==> config.mk <==
export PLATFORM = sky130hd
export DESIGN_NAME = mux
export DESIGN_NICKNAME = d
export VERILOG_FILES = /design/src/rtl/mux.sv
export SDC_FILE = /design/constraint.sdc
export NUM_CORES = 1
export LEC_CHECK = 0
export BUFFER_PORTS_ARGS = -buffer_cell sky130_fd_sc_hd__clkbuf_2
export CORE_AREA = 2 2 39 41
export DETAILED_ROUTE_END_ITERATION = 8
export DIE_AREA = 0 0 41 43
export MAX_ROUTING_LAYER = met4
export SLEW_MARGIN = 20
export SYNTH_ARGS = -nofsm -noshare
export SYNTH_HDL_FRONTEND = slang
export SYNTH_SLANG_ARGS = --single-unit
==> constraint.sdc <==
create_clock -name clk -period 1.35 [get_ports clk]
set_clock_uncertainty 0.15 [all_clocks]
set_input_delay 0.135 -clock clk [delete_from_list [all_inputs] [get_ports clk]]
set_output_delay 0.135 -clock clk [all_outputs]
set_load 0.005 [all_outputs]
==> src/rtl/mux.sv <==
// mux: N_IN:1 bit multiplexer with registered output, select and select-change flag
module mux #(
   parameter int N_IN  = 8,
   parameter int SEL_W = 3
) (
   input  logic             clk,
   input  logic             rst,
   input  logic [N_IN-1:0]  in,
   input  logic [SEL_W-1:0] sel,
   output logic             out,
   output logic             out_q,
   output logic [SEL_W-1:0] sel_q,
   output logic             sel_chg
);
   logic             w_out;
   logic             r_out_q;
   logic [SEL_W-1:0] r_sel_q;
   logic             r_sel_chg;
   assign w_out   = in[sel];
   assign out     = w_out;
   assign out_q   = r_out_q;
   assign sel_q   = r_sel_q;
   assign sel_chg = r_sel_chg;
   // register the selected bit and select; flag a select that differs from last cycle's
   always_ff @(posedge clk) begin
      if (rst) begin
         r_out_q   <= 1'b0;
         r_sel_q   <= '0;
         r_sel_chg <= 1'b0;
      end else begin
         r_out_q   <= w_out;
         r_sel_q   <= sel;
         r_sel_chg <= sel != r_sel_q;
      end
   end
endmodule

======== Word level (Yosys, flattened, before mapping) ========
Cells that the tools add are included.
word-level totals
  logic and storage cells ................. 7
  flip-flop bits (word level) ............. 5
  input port bits ......................... 13
  output and inout bits ................... 6
cells by class
  order comparisons ....................... 1
  equality and inequality tests ........... 1
  muxes and demuxes ....................... 2
operator list
  cell                                                                  count
  3-bit by 4-bit < comparator with 1-bit output, second input constant  1
  1-bit binary-select mux with 3-bit select                             1
  3-bit inequality test                                                 1
  1-bit two-way mux                                                     1

======== Longest topological paths before layout ========
Gate-level depths: netlist (run 1).
  depth after elaboration ................. 2
  mapped depth ............................ 4
  mapped depth without buffers ............ 3

======== Worst setup path before layout (run 1) ========
OpenSTA, ideal clock, no wires.
  path type ............................... input to output
  start point ............................. input port sel[0]
  end point ............................... output port out
  data arrival time ....................... 906 ps
  cell stages on the path ................. 4
  data required time ...................... 1065 ps
  buffers on the path ..................... 1
  setup slack ............................. 159 ps
  cells stage by stage .................... buf_6 mux2i_1 mux4_2 inv_1
on the way
  cells in the longest elaborated chain, start to end .. 2
RTL lines
  item                                       line  source
  from (decl)                                9     input logic [SEL_W-1:0] sel,
  1-bit binary-select mux with 3-bit select  19    assign w_out = in[sel];
  1-bit two-way mux (implied by the code)    19
  to (decl)                                  10    output logic out,
No other way between the ends. The select of a mux whose other input is x is not followed.

======== Final worst setup path (run 1) ========
Ends and elaborated chain as after synthesis.

==> results of run 1 <==
routing by layer:
layer | track usage [%] | vias up | part of all wire, % | wire length [um]
li1 | - | 115 | - | -
met1 | 8.74 | 89 | 44 | 229
met2 | 8.75 | 21 | 39 | 207
met3 | 3.14 | 0 | 17 | 88
met4 | 6.00 | 0 | 0 | 0
met5 | - | - | 0 | 0
registers in the layout, summed over array words and instances (netlist names):
register  flops
sel_chg       1
out_q         1
sel_q         3
power breakdown:
group / internal (mW) / switching (mW) / leakage (nW)
Clock: 0.111 / 0.0543 / 0.0150
Combinational: 0.0582 / 0.0321 / 0.144
Sequential: 0.159 / 0.00427 / 0.0418
through the flow:
stage	instance area, um2	std cells	setup WS (ps)
finish	402	60	61.7
global route	402	60	25.2
CTS	394	60	17.4
detailed placement	349	55	-15.2
global placement	349	55	8.71
floorplan	235	20	159
how the worst min path moves through the flow:
stage               slack, ps  depth (start not counted)  endpoint    from
global route               40                          2  sel_q[2]  sel[2]
floorplan                  50                          1     out_q     rst
CTS                        20                          2  sel_q[2]  sel[2]
global placement          230                          2     out_q     rst
finish                     20                          2  sel_q[2]  sel[2]
detailed placement        230                          2     out_q     rst
cells by family after synthesis:
logic type	synth area share, %
buffers and inverters	6.38
muxes	26.6
DFF	42.6
AOI/OAI and AO/OA	2.66
and+or+nand+nor	10.6
xor gates and xnor gates	11.2
cell usage after synthesis:
cell type / n
a31oi_1: 1
buf_6: 1
dfxtp_1: 5
inv_1: 1
mux2i_1: 4
mux4_2: 1
nor2_2: 1
nor2b_1: 3
xnor2_1: 3
what timing repair did:
item	CTS	global route
hold endpoints to repair	5	0
endpoints found under the setup margin	1	1
hold buffers	1	0
resized for setup	2	4
worst reg2reg max path, delay by kind of cell, from the launching register on:
kind,cells,cell delay [ps]
XOR/XNOR,1,150
flip-flops,1,310
AO/OA/AOI/OAI,1,90
area by class of cell:
type,count,area [um2],share of cell area [%]
Multi-Input combinational cell,13,120,29.9
Clock buffer,4,26.3,6.54
Sequential cell,5,100,24.9
Tap cell,16,20.0,4.98
Timing Repair Buffer,21,131,32.7
Inverter,1,3.75,0.935
==> impl_metrics.yaml, run 1 <==
global_route:
  gr-total-overflow: 0
  grt_max_degree: 6
  grt_pass1_vias: 214
  grt_antenna_before_repair: 0
  grt_usage_pct: 7.22
  grt_pass1_wl_um: 800
setup_path:
  worstSetupPathDepth: 5
  worst-path-buf-inv: 3
  r2r_cells: 2
  crit_required_ps: 1070
  r2r_setup_slack_ps: 530
  critical_path.slowest_cell: "mux4_2"
  cp_cell_sequence: "buf_8 > mux2i_1 > mux4_2 > inv_2 > buf_6"
  crit_arrival_ps: 1000
  r2r-start: "sel_q[2]"
  slowest_delay_ps: 500
  startpoint_type: "input port"
  cp-end-kind: "primary output"
  path_max_fanout: 5
  path_delay_family: "multiplexers"
  startpoint: "sel[0]"
  crit_type: "input port to primary output"
  crit_end: "out"
  timing.rr.end: "sel_chg"
power:
  ir_drop_v: 0.000251
  p_leak_nw: 0.201
  totalPowerFinal_mw: 0.419
  power_density_nw_per_um2: 1040
timing:
  finalMaxSlewViolations: 0
  tightest_slew_ps: 138
  min_period_ps: 1290
  hold_viol: 0
  max_freq_mhz: 776
  setup_viol: 0
  rsz0062_at_grt: "no"
  relSlewSlack_pct: 90.6
  fin_crit_sh_pct: 95.4
  fin_tns_setup_ps: 0
  worst_hold_slack_ps: 19.9
cells_and_area:
  drive_above_1_share_pct: 59.1
  final_common_cell: "clkbuf_2"
  final_cell_mix: "clkbuf_2 (16), dfxtp_1 (5), mux2i_1 (4)"
  syn_to_final_growth_pct: 70.7
  fillers: 156
  antennaDiodeCount: 0
  final_nets: 58
  post-route-util_pct: 29.0
clock_network:
  cts_setup_buffers: 0
  clk_transition_reported_paths_ps: 40
  cts_made_buffers: 3
  cts_num_sinks: 5
  clkLatencyLatePin_ps: 240
  clockBufferDepth: 2
  htreeDepth: 1
  cts_tree: "done"
  cts-root-buf: "clkbuf_4"
synthesis:
  syn_nets: 33
  ys_seq_area_share_pct: 42.6
  ys_types: 9
  yosysWarnings: 0
  postSynthCellCount: 20
  yosysTopAreaCellShare_pct: 42.6
  synth_top_cell_by_area: "dfxtp_1"
  synth-seq-cells: 5
  syn_avg_cell_area_um2: 11.8
  synthTopCellsByArea: "dfxtp_1 (43%), mux2i_1 (17%), xnor2_1 (11%)"
  synthesis.area_um2: 235
worst_hold_path:
  worstHoldPathType: "input port to flip-flop"
floorplan:
  initial_utilization_pct: 17.0
  core-area_um2: 1380
  die_y_um: 43
  chipWidth_um: 41
  die_area_um2: 1760
  io_pins: 19
  num_rows: 14
detailed_routing:
  drc: 0
  antenna_left: 0
  drt_iter0_markers: 1
  drtPass1Iterations: 2
  wl_per_cell_um: 8.75
  wl_um: 525
  vias: 225
  vias_per_cell: 3.75
place:
  port_buffers: 18
  dp_hpwl_um: 459
  gp_congestion: 0.557
outcome:
  status: "finished clean"
flow_run:
  drv_cap: 0
(Power assumes the default switching activity.)
==> inputs of run 2 (changes only) <==
--- a/config.mk
+++ b/config.mk
@@ -10,6 +10,7 @@
 export DETAILED_ROUTE_END_ITERATION = 8
 export DIE_AREA = 0 0 41 43
 export MAX_ROUTING_LAYER = met4
+export RECOVER_POWER = 100
 export SLEW_MARGIN = 20
 export SYNTH_ARGS = -nofsm -noshare
 export SYNTH_HDL_FRONTEND = slang
==> run 2 against run 1 <==
Against the previous run:
- critical path depth unchanged
- global-route usage unchanged
- flip-flop and latch count unchanged
- count of clock-buffer cells in the layout unchanged
- sequential share of layout area up 0.31 points
- non-clock buffer count unchanged
- final cell count unchanged
- highest routed layer unchanged
==> impl_metrics.yaml, run 2 (synthesis results as in run 1) <==
outcome:
  status: "finished clean"
timing:
  min_period_ps: 1290
  tightest_slew_ps: 248
  hold_viol: 0
  max_freq_mhz: 778
  setup_viol: 0
  fin_crit_sh_pct: 95.3
  worst_slack_ps: 63.9
  relSlewSlack_pct: 83.5
  rsz0062_at_grt: "no"
  finalMaxSlewViolations: 0
power:
  p_leak_nw: 0.188
  power_switching_mw: 0.0905
  totalPowerFinal_mw: 0.416
  power_frac_seq_pct: 39.1
  power_density_nw_per_um2: 1050
  internal_power_mw: 0.326
  combinationalPowerShare_pct: 21.1
  netSwitchingFraction_pct: 21.7
  p_clk_share_pct: 39.7
  ir_drop_v: 0.000250
place:
  gp_congestion: 0.557
  placed_area_um2: 349
  dp_hpwl_um: 459
  port_buffers: 18
  place_inst: 55
  dp_worst_setup_slack_ps: -15.2
cells_and_area:
  final_area_um2: 397
  antennaDiodeCount: 0
  largest_register_ffs: 3
  final_cell_mix: "clkbuf_2 (12), clkbuf_1 (5), dfxtp_1 (5), mux2i_1 (4), clkbuf_4 (4)"
  drive_above_1_share_pct: 50.0
  stdcell_count: 60
  syn_to_final_growth_pct: 68.6
  final_common_cell: "clkbuf_2"
  final_nets: 58
clock_network:
  htreeDepth: 1
  cts-root-buf: "clkbuf_4"
  cts_made_buffers: 3
  cts_tree: "done"
  clockBufferDepth: 2
  cts_setup_buffers: 0
  clk_transition_reported_paths_ps: 40
  clkLatencyLatePin_ps: 240
  cts_num_sinks: 5
global_route:
  grt_pass1_wl_um: 800
  grt_usage_pct: 7.22
  grt_antenna_before_repair: 0
  grt_pass1_vias: 214
  gr-total-overflow: 0
  grt_max_degree: 6
detailed_routing:
  wl_per_cell_um: 8.80
  antenna_left: 0
  vias: 224
  wl_um: 528
  drtPass1Iterations: 1
  drc: 0
  drt_iter0_markers: 0
  vias_per_cell: 3.73
floorplan:
  die_area_um2: 1760
  chipWidth_um: 41
  num_rows: 14
  core-area_um2: 1380
  die_y_um: 43
  io_pins: 19
  initial_utilization_pct: 17.0
setup_path:
  cp_cell_sequence: "buf_8 > mux2i_1 > mux4_2 > inv_2 > buf_6"
  worst-path-buf-inv: 3
  critical_path.slowest_cell: "mux4_2"
  startpoint_type: "input port"
  path_max_fanout: 5
  crit_type: "input port to primary output"
  slowest_delay_ps: 500
  crit_arrival_ps: 1000
  crit_required_ps: 1070
  cp-end-kind: "primary output"
  path_delay_family: "multiplexers"
worst_hold_path:
  worstHoldPathType: "input port to flip-flop"
flow_run:
  drv_cap: 0
-- run 2: cell count changes in the layout (fill, tap and decap cells not counted), sizes merged --
| cell | delta |
|---|---|
| clkbuf | +1 |
| buf | -1 |
-- run 2: final timing paths --
path | slack [ps] | cells past startpoint | endpoint | from
worst min register to register | 410 | 2 | sel_chg | sel_q[1]
worst max-delay path | 60 | 5 | out | sel[0]
worst max register to register | 530 | 2 | sel_chg | sel_q[2]
worst min-delay path | 20 | 2 | sel_q[2] | sel[2]
-- run 2: final cells by class --
class	instances	area, um2
multi-input combinational	13	120
timing repair buffer	21	126
tap	16	20.0
clock buffer	4	26.3
fill	157	987
sequential	5	100
inverter	1	3.75
-- run 2: worst register-to-register path, cell delays in order (launching register included) --
cell,delay [ps]
dfxtp_1,310
xnor2_1,150
a31oi_1,90
-- run 2: power by group through the flow --
stage                     registers [mW]  clock network (mW)  logic, mW
after global placement             0.165                   0     0.0792
final                              0.163               0.165     0.0880
after detailed placement           0.166                   0     0.0804
after global routing               0.164               0.195     0.0982
after CTS                          0.163               0.176     0.0857
after floorplan                    0.167                   0     0.0361
-- run 2: per-stage QoR --
step                TNS, ps  hold slack (ps)  utilization (%)
finish                    0             20.5             28.7
global route              0             36.6             28.7
CTS                       0             15.4             28.5
detailed placement    -15.2              231             25.2
global placement          0              226             25.2
floorplan                 0             51.9                -
-- run 2: what timing repair did --
action	in CTS	in global routing
hold buffers	1	0
hold endpoints to repair	5	0
endpoints found under the setup margin	1	1
gates resized for setup	2	4
-- run 2: per-layer routing --
metal  share of wire (%)  vias to the layer above  wire length [um]  track usage (%)
met3                  16                        0                85             3.14
met2                  39                       19               208             8.75
li1                    -                      115                 -                -
met4                   0                        0                 0             6.00
met1                  44                       90               234             8.74
met5                   0                        -                 0                -
==> inputs of run 3 (changes only) <==
--- a/config.mk
+++ b/config.mk
@@ -9,6 +9,7 @@
 export CORE_AREA = 2 2 39 41
 export DETAILED_ROUTE_END_ITERATION = 8
 export DIE_AREA = 0 0 41 43
+export GPL_TIMING_DRIVEN = 0
 export MAX_ROUTING_LAYER = met4
 export RECOVER_POWER = 100
 export SLEW_MARGIN = 20
==> run 3 against run 2 <==
Against the previous run:
- die area stayed put
- final cell count stayed put
- global-route usage is 0.096 points higher
- sequential share of layout area is 0.62 points lower
- non-clock buffer count stayed put
- total power is 1.8% higher
- worst setup slack worse by 39 ps
- sequential power hardly changed
- clock power is 4% higher
- critical path depth stayed put
- combinational power is 2% higher
- maximum frequency is 3.0% lower
- largest cell class unchanged
==> impl_metrics.yaml, run 3 (synthesis results as in run 1) <==
clock_network:
  cts_made_buffers: 3
  cts_tree: "done"
  cts-root-buf: "clkbuf_4"
  cts_num_sinks: 5
  clockBufferDepth: 2
  clk_transition_reported_paths_ps: 40
  clkLatencyLatePin_ps: 240
  htreeDepth: 1
global_route:
  grt_usage_pct: 7.31
  grt_use_met1_pct: 8.71
  grt_pass1_wl_um: 772
  grt_use_met2_pct: 9.06
  gr-total-overflow: 0
  busiest_layer: "met2"
  grt_antenna_before_repair: 0
  gr-usage-met3_pct: 1.57
  grt_pass1_vias: 212
  grt_max_degree: 7
detailed_routing:
  vias: 229
  drc: 0
  wl_um: 568
  antenna_left: 0
  drt_iter0_markers: 1
  wl_per_cell_um: 9.47
  drtPass1Iterations: 2
  vias_per_cell: 3.82
timing:
  hold_viol: 0
  rsz0062_at_grt: "yes"
  relSlewSlack_pct: 83.9
  fin_crit_sh_pct: 98.2
  setup_viol: 0
  min_period_ps: 1330
  finalMaxSlewViolations: 0
  tightest_slew_ps: 241
  max_freq_mhz: 754
cells_and_area:
  stdcell_count: 60
  regArea_um2: 100
  antennaDiodeCount: 0
  fillers: 154
  final_common_cell: "clkbuf_2"
  final_cell_mix: "clkbuf_2 (11), clkbuf_1 (6), dfxtp_1 (5)"
  drive_above_1_share_pct: 47.7
  largest_register_ffs: 3
  syn_to_final_growth_pct: 72.9
  final_nets: 58
  multiInputGateArea_um2: 124
floorplan:
  die_area_um2: 1760
  core-area_um2: 1380
  io_pins: 19
  initial_utilization_pct: 17.0
  die_y_um: 43
  num_rows: 14
  chipWidth_um: 41
place:
  place_inst: 53
  port_buffers: 17
  gp_congestion: 0.577
setup_path:
  cp_cell_sequence: "buf_12 > mux2i_2 > mux4_2 > inv_2 > buf_6"
  crit_arrival_ps: 1040
  r2r_setup_slack_ps: 500
  slowest_delay_ps: 510
  critical_path.slowest_cell: "mux4_2"
  crit_required_ps: 1070
  startpoint_type: "input port"
  path_max_fanout: 6
  crit_type: "input port to primary output"
  cp-end-kind: "primary output"
power:
  ir_drop_v: 0.000187
  power_density_nw_per_um2: 1040
  totalPowerFinal_mw: 0.424
  p_leak_nw: 0.185
outcome:
  status: "finished clean"
worst_hold_path:
  worstHoldPathType: "input port to flip-flop"
flow_run:
  drv_cap: 0
[run 3: changes by cell type in the layout (fill, tap and decap cells not counted)]
cell and change:
clkbuf_2 -1, clkbuf_4 -1, mux2i_2 +1, mux2i_1 -1, clkbuf_1 +1, dlygate4sd3_1 +1
buf_8 -1, buf_12 +1
[run 3: per-layer routing]
metal,vias to the layer above,routed length (um)
li1,115,-
met1,95,269
met2,19,221
met3,0,77
met4,0,0
met5,-,0
[run 3: cell type report]
cell class / count / share of cell area, %
Buffer: 1 / 4.92
Inverter: 1 / 0.923
Multi-Input combinational cell: 13 / 30.5
Clock buffer: 4 / 6.46
Timing Repair Buffer: 20 / 27.7
Sequential cell: 5 / 24.6
Tap cell: 16 / 4.92
[run 3: per-stage QoR]
stage          setup WS, ps  util, %  area (um2)  setup TNS [ps]  hold WS [ps]
3_5_place_dp           26.0     24.6         340               0           236
4_1_cts                25.7     27.9         387               0          13.9
6_report               24.6     29.4         407               0          21.0
5_1_grt               -12.9     29.4         407           -12.9          38.9
2_1_floorplan           159        -         235               0          51.9
3_3_place_gp           32.2     24.6         340               0           229
[run 3: critical path, delay by kind of cell]
family	cells	cell delay, ps
mux	2	640
buf+inv	3	260
[run 3: worst paths after layout]
check | startpoint | endpoint | cells past startpoint
worst min register to register | sel_q[1] | sel_chg | 2
worst max register to register | sel_q[1] | sel_chg | 2
worst min-delay path | sel[2] | sel_q[2] | 2
worst max-delay path | sel[0] | out | 5
[run 3: where the power goes]
group | switching [mW] | total [mW] | internal (mW)
clock | 0.0600 | 0.172 | 0.112
combinational | 0.0332 | 0.0894 | 0.0562
sequential | 0.00426 | 0.163 | 0.158
[run 3: what timing repair did]
item,4_1_cts,5_1_grt
setup buffers,0,1
gates resized for setup,0,5
hold buffers,2,0
hold endpoints to repair,5,0
setup endpoints to repair,0,1
